$ cat src/rtl/sram_boot_loader_pkg.sv
// Shared types and constants for the SRAM boot loader: FSM state encoding,
// length-field size and the little-endian byte shift helper.
package sram_boot_loader_pkg;

    localparam int unsigned LEN_BYTES = 4;

    typedef enum logic [2:0] {
        ST_LEN   = 3'd0,
        ST_DATA  = 3'd1,
        ST_WRITE = 3'd2,
        ST_CSUM  = 3'd3,
        ST_DONE  = 3'd4,
        ST_ERR   = 3'd5
    } state_e;

    // Shifts a new byte in from the top so the first byte ends up in bits 7:0.
    function automatic logic [31:0] le_shift(input logic [31:0] acc, input logic [7:0] b);
        return {b, acc[31:8]};
    endfunction

endpackage

$ cat src/rtl/sram_boot_loader_if.sv
// Boot byte stream plus SRAM i-port write bus. Signal suffixes are seen from the
// loader, which uses the slave modport; the byte source / SRAM side uses master.
interface sram_boot_loader_if #(
    parameter int DATA_W      = 32,
    parameter int SRAM_ADDR_W = 15
);
    logic                     s_valid_i;
    logic [7:0]               s_data_i;
    logic                     s_ready_o;
    logic                     i_avalid_o;
    logic [SRAM_ADDR_W-3:0]   i_addr_o;
    logic [DATA_W-1:0]        i_wdata_o;
    logic [DATA_W/8-1:0]      i_wstrb_o;
    logic                     i_ready_i;

    modport slave (
        input  s_valid_i, s_data_i, i_ready_i,
        output s_ready_o, i_avalid_o, i_addr_o, i_wdata_o, i_wstrb_o
    );

    modport master (
        output s_valid_i, s_data_i, i_ready_i,
        input  s_ready_o, i_avalid_o, i_addr_o, i_wdata_o, i_wstrb_o
    );
endinterface

$ cat src/rtl/sram_boot_loader_packer.sv
// Byte-lane accumulator: places successive bytes into lanes 0..3 of a word,
// tracks the strobe per filled lane and clears once the word has been written.
module sram_boot_packer #(
    parameter int DATA_W = 32
) (
    input  logic                clk_i,
    input  logic                cke_i,
    input  logic                rst_i,
    input  logic                push_i,
    input  logic [7:0]          data_i,
    input  logic                clear_i,
    output logic [DATA_W-1:0]   word_o,
    output logic [DATA_W/8-1:0] strb_o,
    output logic [2:0]          lane_cnt_o,
    output logic                full_o
);
    logic [DATA_W-1:0]   word_q;
    logic [DATA_W/8-1:0] strb_q;
    logic [2:0]          lane_q;

    assign full_o = (lane_q == 3'd4);

    // Lane fill / clear; pushes into a full word are ignored.
    always_ff @(posedge clk_i) begin
        if (rst_i) begin
            word_q <= '0;
            strb_q <= '0;
            lane_q <= 3'd0;
        end else if (cke_i) begin
            if (clear_i) begin
                word_q <= '0;
                strb_q <= '0;
                lane_q <= 3'd0;
            end else if (push_i && !full_o) begin
                word_q[{lane_q[1:0], 3'b000} +: 8] <= data_i;
                strb_q[lane_q[1:0]]                <= 1'b1;
                lane_q                             <= lane_q + 3'd1;
            end
        end
    end

    assign word_o     = word_q;
    assign strb_o     = strb_q;
    assign lane_cnt_o = lane_q;
endmodule

$ cat src/rtl/sram_boot_loader.sv
// Boot loader: length-prefixed byte stream -> little-endian SRAM word writes,
// CPU held in reset until the image is in. Optional checksum: SRAM_BOOT_LOADER_CHECKSUM_EN.
module sram_boot_loader
    import sram_boot_loader_pkg::*;
#(
    parameter int DATA_W      = 32,
    parameter int SRAM_ADDR_W = 15
) (
    input  logic                clk_i,
    input  logic                cke_i,
    input  logic                arst_i,
    sram_boot_loader_if.slave   bus,
    output logic                boot_done_o,
    output logic                boot_err_o,
    output logic                cpu_rst_o
);
    localparam int unsigned AW = SRAM_ADDR_W - 2;
    localparam int unsigned RW = SRAM_ADDR_W + 1;
    localparam logic [31:0] LEN_MAX = 32'd1 << SRAM_ADDR_W;

    state_e          state_q;
    logic [31:0]     len_q;
    logic [1:0]      byte_cnt_q;
    logic [RW-1:0]   rem_q;
    logic [AW-1:0]   addr_q;
    logic            s_ready_q;
    logic            avalid_q;
    logic            done_q;
    logic            err_q;
    logic            cpu_rst_q;
`ifdef SRAM_BOOT_LOADER_CHECKSUM_EN
    logic [31:0]     sum_q;
`endif

    logic            xfer_s;
    logic [31:0]     len_shift_s;
    logic [DATA_W-1:0]   word_s;
    logic [DATA_W/8-1:0] strb_s;
    logic [2:0]      lane_cnt_s;
    logic            full_s;
    logic            accept_s;

    assign xfer_s      = bus.s_valid_i & s_ready_q & cke_i;
    assign len_shift_s = le_shift(len_q, bus.s_data_i);
    assign accept_s    = (state_q == ST_WRITE) & bus.i_ready_i & cke_i;

    sram_boot_packer #(.DATA_W(DATA_W)) u_packer (
        .clk_i      (clk_i),
        .cke_i      (cke_i),
        .rst_i      (arst_i),
        .push_i     (xfer_s && (state_q == ST_DATA) && !full_s),
        .data_i     (bus.s_data_i),
        .clear_i    (accept_s),
        .word_o     (word_s),
        .strb_o     (strb_s),
        .lane_cnt_o (lane_cnt_s),
        .full_o     (full_s)
    );

    // Loader FSM with registered handshake and status outputs.
    always_ff @(posedge clk_i) begin
        if (arst_i) begin
            state_q    <= ST_LEN;
            len_q      <= 32'd0;
            byte_cnt_q <= 2'd0;
            rem_q      <= '0;
            addr_q     <= '0;
            s_ready_q  <= 1'b0;
            avalid_q   <= 1'b0;
            done_q     <= 1'b0;
            err_q      <= 1'b0;
            cpu_rst_q  <= 1'b1;
`ifdef SRAM_BOOT_LOADER_CHECKSUM_EN
            sum_q      <= 32'd0;
`endif
        end else if (cke_i) begin
            case (state_q)
                ST_LEN: begin
                    s_ready_q <= 1'b1;
                    if (xfer_s) begin
                        len_q      <= len_shift_s;
                        byte_cnt_q <= byte_cnt_q + 2'd1;
                        if (byte_cnt_q == 2'(LEN_BYTES - 1)) begin
                            if (len_shift_s > LEN_MAX) begin
                                state_q   <= ST_ERR;
                                s_ready_q <= 1'b0;
                                err_q     <= 1'b1;
                            end else if (len_shift_s == 32'd0) begin
`ifdef SRAM_BOOT_LOADER_CHECKSUM_EN
                                state_q   <= ST_CSUM;
`else
                                state_q   <= ST_DONE;
                                s_ready_q <= 1'b0;
                                done_q    <= 1'b1;
                                cpu_rst_q <= 1'b0;
`endif
                            end else begin
                                state_q <= ST_DATA;
                                rem_q   <= len_shift_s[RW-1:0];
                            end
                        end
                    end
                end
                ST_DATA: begin
                    if (xfer_s) begin
                        rem_q <= rem_q - RW'(1);
                        if (lane_cnt_s == 3'd3 || rem_q == RW'(1)) begin
                            state_q   <= ST_WRITE;
                            s_ready_q <= 1'b0;
                            avalid_q  <= 1'b1;
                        end
                    end
                end
                ST_WRITE: begin
                    if (bus.i_ready_i) begin
                        avalid_q <= 1'b0;
                        addr_q   <= addr_q + AW'(1);
`ifdef SRAM_BOOT_LOADER_CHECKSUM_EN
                        sum_q    <= sum_q + word_s;
`endif
                        if (rem_q != '0) begin
                            state_q   <= ST_DATA;
                            s_ready_q <= 1'b1;
`ifdef SRAM_BOOT_LOADER_CHECKSUM_EN
                        end else begin
                            state_q   <= ST_CSUM;
                            s_ready_q <= 1'b1;
                        end
`else
                        end else begin
                            state_q   <= ST_DONE;
                            done_q    <= 1'b1;
                            cpu_rst_q <= 1'b0;
                        end
`endif
                    end
                end
`ifdef SRAM_BOOT_LOADER_CHECKSUM_EN
                ST_CSUM: begin
                    if (xfer_s) begin
                        len_q      <= len_shift_s;
                        byte_cnt_q <= byte_cnt_q + 2'd1;
                        if (byte_cnt_q == 2'(LEN_BYTES - 1)) begin
                            s_ready_q <= 1'b0;
                            if (len_shift_s == sum_q) begin
                                state_q   <= ST_DONE;
                                done_q    <= 1'b1;
                                cpu_rst_q <= 1'b0;
                            end else begin
                                state_q <= ST_ERR;
                                err_q   <= 1'b1;
                            end
                        end
                    end
                end
`endif
                ST_DONE, ST_ERR: begin
                    s_ready_q <= 1'b0;
                    avalid_q  <= 1'b0;
                end
                default: begin
                    state_q   <= ST_ERR;
                    s_ready_q <= 1'b0;
                    avalid_q  <= 1'b0;
                    err_q     <= 1'b1;
                end
            endcase
        end
    end

    assign bus.s_ready_o  = s_ready_q;
    assign bus.i_avalid_o = avalid_q;
    assign bus.i_addr_o   = addr_q;
    assign bus.i_wdata_o  = word_s;
    assign bus.i_wstrb_o  = strb_s;
    assign boot_done_o    = done_q;
    assign boot_err_o     = err_q;
    assign cpu_rst_o      = cpu_rst_q;
endmodule
$ cat src/flat_wrapper.sv
// flat-port wrapper written by rule: the top's interface ports become plain ports
module sram_boot_loader_flat import sram_boot_loader_pkg::*;
#(
    parameter int DATA_W      = 32,
    parameter int SRAM_ADDR_W = 15
)
  (clk_i, cke_i, arst_i, boot_done_o, boot_err_o, cpu_rst_o, bus_s_valid_i, bus_s_data_i, bus_i_ready_i, bus_s_ready_o, bus_i_avalid_o, bus_i_addr_o, bus_i_wdata_o, bus_i_wstrb_o);
  sram_boot_loader_if #(.DATA_W(DATA_W), .SRAM_ADDR_W(SRAM_ADDR_W)) bus_i ();
  input  logic clk_i;
  input  logic cke_i;
  input  logic arst_i;
  output logic boot_done_o;
  output logic boot_err_o;
  output logic cpu_rst_o;
  input wire logic [$bits(bus_i.s_valid_i)-1:0] bus_s_valid_i;
  input wire logic [$bits(bus_i.s_data_i)-1:0] bus_s_data_i;
  input wire logic [$bits(bus_i.i_ready_i)-1:0] bus_i_ready_i;
  output wire logic [$bits(bus_i.s_ready_o)-1:0] bus_s_ready_o;
  output wire logic [$bits(bus_i.i_avalid_o)-1:0] bus_i_avalid_o;
  output wire logic [$bits(bus_i.i_addr_o)-1:0] bus_i_addr_o;
  output wire logic [$bits(bus_i.i_wdata_o)-1:0] bus_i_wdata_o;
  output wire logic [$bits(bus_i.i_wstrb_o)-1:0] bus_i_wstrb_o;
  assign bus_i.s_valid_i = bus_s_valid_i;
  assign bus_i.s_data_i = bus_s_data_i;
  assign bus_i.i_ready_i = bus_i_ready_i;
  assign bus_s_ready_o = bus_i.s_ready_o;
  assign bus_i_avalid_o = bus_i.i_avalid_o;
  assign bus_i_addr_o = bus_i.i_addr_o;
  assign bus_i_wdata_o = bus_i.i_wdata_o;
  assign bus_i_wstrb_o = bus_i.i_wstrb_o;
  sram_boot_loader #(.DATA_W(DATA_W), .SRAM_ADDR_W(SRAM_ADDR_W)) u_core (.clk_i(clk_i), .cke_i(cke_i), .arst_i(arst_i), .bus(bus_i), .boot_done_o(boot_done_o), .boot_err_o(boot_err_o), .cpu_rst_o(cpu_rst_o));
endmodule
$ cat config.mk
export PLATFORM = sky130hd
export DESIGN_NAME = sram_boot_loader_flat
export DESIGN_NICKNAME = d
export VERILOG_FILES = /design/src/rtl/sram_boot_loader_pkg.sv /design/src/rtl/sram_boot_loader_if.sv /design/src/rtl/sram_boot_loader_packer.sv /design/src/rtl/sram_boot_loader.sv /design/src/flat_wrapper.sv
export SDC_FILE = /design/constraint.sdc
export NUM_CORES = 1
export LEC_CHECK = 0
export CORE_ASPECT_RATIO = 0.6
export CORE_MARGIN = 10
export CORE_UTILIZATION = 25
export CTS_CLUSTER_DIAMETER = 120
export DETAILED_ROUTE_END_ITERATION = 12
export HOLD_SLACK_MARGIN = 0.06
export PLACE_DENSITY = 0.48
export SLEW_MARGIN = 20
export SYNTH_ARGS = -nofsm -noshare
export SYNTH_HDL_FRONTEND = slang
export SYNTH_SLANG_ARGS = --single-unit
$ cat constraint.sdc
create_clock -name clk_i -period 3.66 [get_ports clk_i]
set_input_delay 0.732 -clock clk_i [delete_from_list [all_inputs] [get_ports clk_i]]
set_output_delay 0.732 -clock clk_i [all_outputs]
set_load 0.05 [all_outputs]
==> out/metrics.cfg <==
[flow_run]
max_cap_viol_count=0

[power_and_ir_drop]
p_total_mw=2.43
peakVddDrop_uv=257
power.density_mw_per_mm2=407
p_leak_nw=2.06

[setup_path]
startpoint_type=input port
reg2regPathDepth=5
crit_path_end_kind=register
cp.arrival_ns=3.12
worstPathRequired_ns=3.90
critPathKind=input port to register
path_max_fanout=15

[synth]
synth_area_mm2=0.00471
yosysSeqAreaShare=0.433
yosys.area.top_type=dfxtp_1
synth.avg_cell_area_um2=8.39
synthArstFlopShare=0
syn-num-nets=588
syn_inst=562
yosys_most_used_dff=dfxtp_1
synth_area_leaders=dfxtp_1, nand2_1, a21oi_1, nor2_1, ha_1
ys_warn_count=0
yosysUniqueCellTypes=59
ys_ff_latch=102
synth_top_area_frac=0.433
synth_edf_count=0

[clock_tree]
cts_setup_buffers=0
clk_pin_slew_ns=0.08
postCtsResizedCells=0
clockRootBuffer=clkbuf_16
cts_buffers=9
hold_buffers=0
htreeDepth=3
numClockSinks=102
clk_latency_ns=0.35
tritoncts=done
cts.path.max_buffers=2

[route]
antenna_left=0
drc=0
dr.pass1.iters=7
vias=4406
drt-total-wl_mm=15.6
via_per_inst=5.09
first_iter_violations=418
wl_per_cell_um=18.0

[hold_path]
hp-class=register to register
whs_path_depth=2

[grt]
grt_max_degree=80
grt_usage=0.123
antenna_found_initial=0
grt_pass1_wl_mm=24.5
grt_overflow=0
first_global_vias=4169

[floorplan]
ios=67
initial_utilization=0.257
die_width_um=197
die_h_um=126
core-area_mm2=0.0183
rows=38
die-area_mm2=0.0249

[finish]
layout_common_cells=dfxtp_1, nand2_1, clkdlybuf4s50_1
stdcell_count=865
utilization=0.327
nNetsFinal=646
area_growth_pct=26.8
antenna_cells=0
mostFrequentLayoutCell=dfxtp_1
drive_above_1_share=0.0816

[timing]
timing.fmax_mhz=347
hold_viol=0
setup_viol=0
tns_ns=0
relSlewSlack=0.322
finalClockSkew_ns=0.0143
timing.hold.ws_ns=0.461
period_share=0.788
rsz0062_at_grt=no
drv_slew=0
tightest_slew_ns=1.01
min_period_ns=2.88

[placement]
dp.cells=849
routabilityCongestion=0.846
port_buffers=66
dpl.hpwl_mm=11.2

[run_status]
status=finished, final reports clean

==> kinds of logic after synthesis <==
family / synth area share
simple gates: 0.231
buf+inv: 0.0419
fa+ha+maj: 0.0345
mux: 0.00876
compound gates: 0.225
xor+xnor: 0.0260
flops: 0.433
==> worst paths after layout <==
| check | start | slack, ns | endpoint |
|---|---|---|---|
| hold / removal | u_core.boot_done_o | 0.46 | u_core.boot_done_o |
| setup / recovery | bus_s_data_i[7] | 0.78 | u_core.rem_q[0] |
| hold reg to reg | u_core.boot_done_o | 0.46 | u_core.boot_done_o |
| setup reg to reg | u_core.len_q[16] | 0.96 | u_core.rem_q[4] |
==> per-layer routing <==
metal,wire [um],GRT usage
met1,8310,0.187
met2,6000,0.162
met3,1180,0.0409
met4,86,0.0212
met5,0,0
==> where the power goes <==
| group | internal (mW) | switching [mW] | total (mW) |
|---|---|---|---|
| logic | 0.0814 | 0.170 | 0.252 |
| registers | 1.12 | 0.0182 | 1.14 |
| clock network | 0.554 | 0.485 | 1.04 |
==> sequential cells by signal (all words and copies together), names as in the netlist <==
name                        count
u_core.cpu_rst_o                1
u_core.bus.i_avalid_o           1
u_core.rem_q                   16
u_core.boot_err_o               1
u_core.u_packer.word_o         32
u_core.boot_done_o              1
u_core.byte_cnt_q               2
u_core.bus.i_addr_o            13
u_core.u_packer.lane_cnt_o      3
u_core.len_q                   24
u_core.bus.s_ready_o            1
u_core.state_q                  3
u_core.u_packer.strb_o          4
==> cell type report <==
class	instances	area [um2]
Clock buffer	9	225
Clock inverter	7	101
Fill cell	1893	12300
Inverter	14	52.6
Multi-Input combinational cell	410	2470
Sequential cell	102	2040
Tap cell	240	300
Timing Repair Buffer	83	783
==> synthesized netlist by cell type (4+ instances only) <==
| library cell | number |
|---|---|
| a211oi_1 | 12 |
| a21oi_1 | 62 |
| a22o_1 | 16 |
| a22oi_1 | 11 |
| and2_1 | 6 |
| and3_1 | 4 |
| buf_2 | 8 |
| clkbuf_1 | 25 |
| dfxtp_1 | 102 |
| ha_1 | 13 |
| inv_1 | 13 |
| nand2_1 | 85 |
| nand3_1 | 17 |
| nand4_1 | 5 |
| nor2_1 | 49 |
| nor3_1 | 12 |
| nor4_1 | 15 |
| o211a_1 | 5 |
| o21ai_0 | 12 |
| o32ai_1 | 14 |
| or3_1 | 5 |
| xnor2_1 | 10 |
| xor2_1 | 4 |
==> metrics by stage <==
step / instance area (um2) / setup WS (ns)
5_1_grt: 5980 / 0.667
4_1_cts: 5980 / 0.890
6_report: 5980 / 0.776
3_3_place_gp: 5650 / 0.555
3_5_place_dp: 5650 / 0.516
2_1_floorplan: 4710 / 1.56
==> critical path: stages <==
cell and delay [ns]:
clkdlybuf4s50_1 0.47, nor4_1 0.44, nand4_1 0.37, a21oi_2 0.40, o21ai_2 0.29, o311a_1 0.41
No activity file was read; power rests on OpenSTA's default activity.
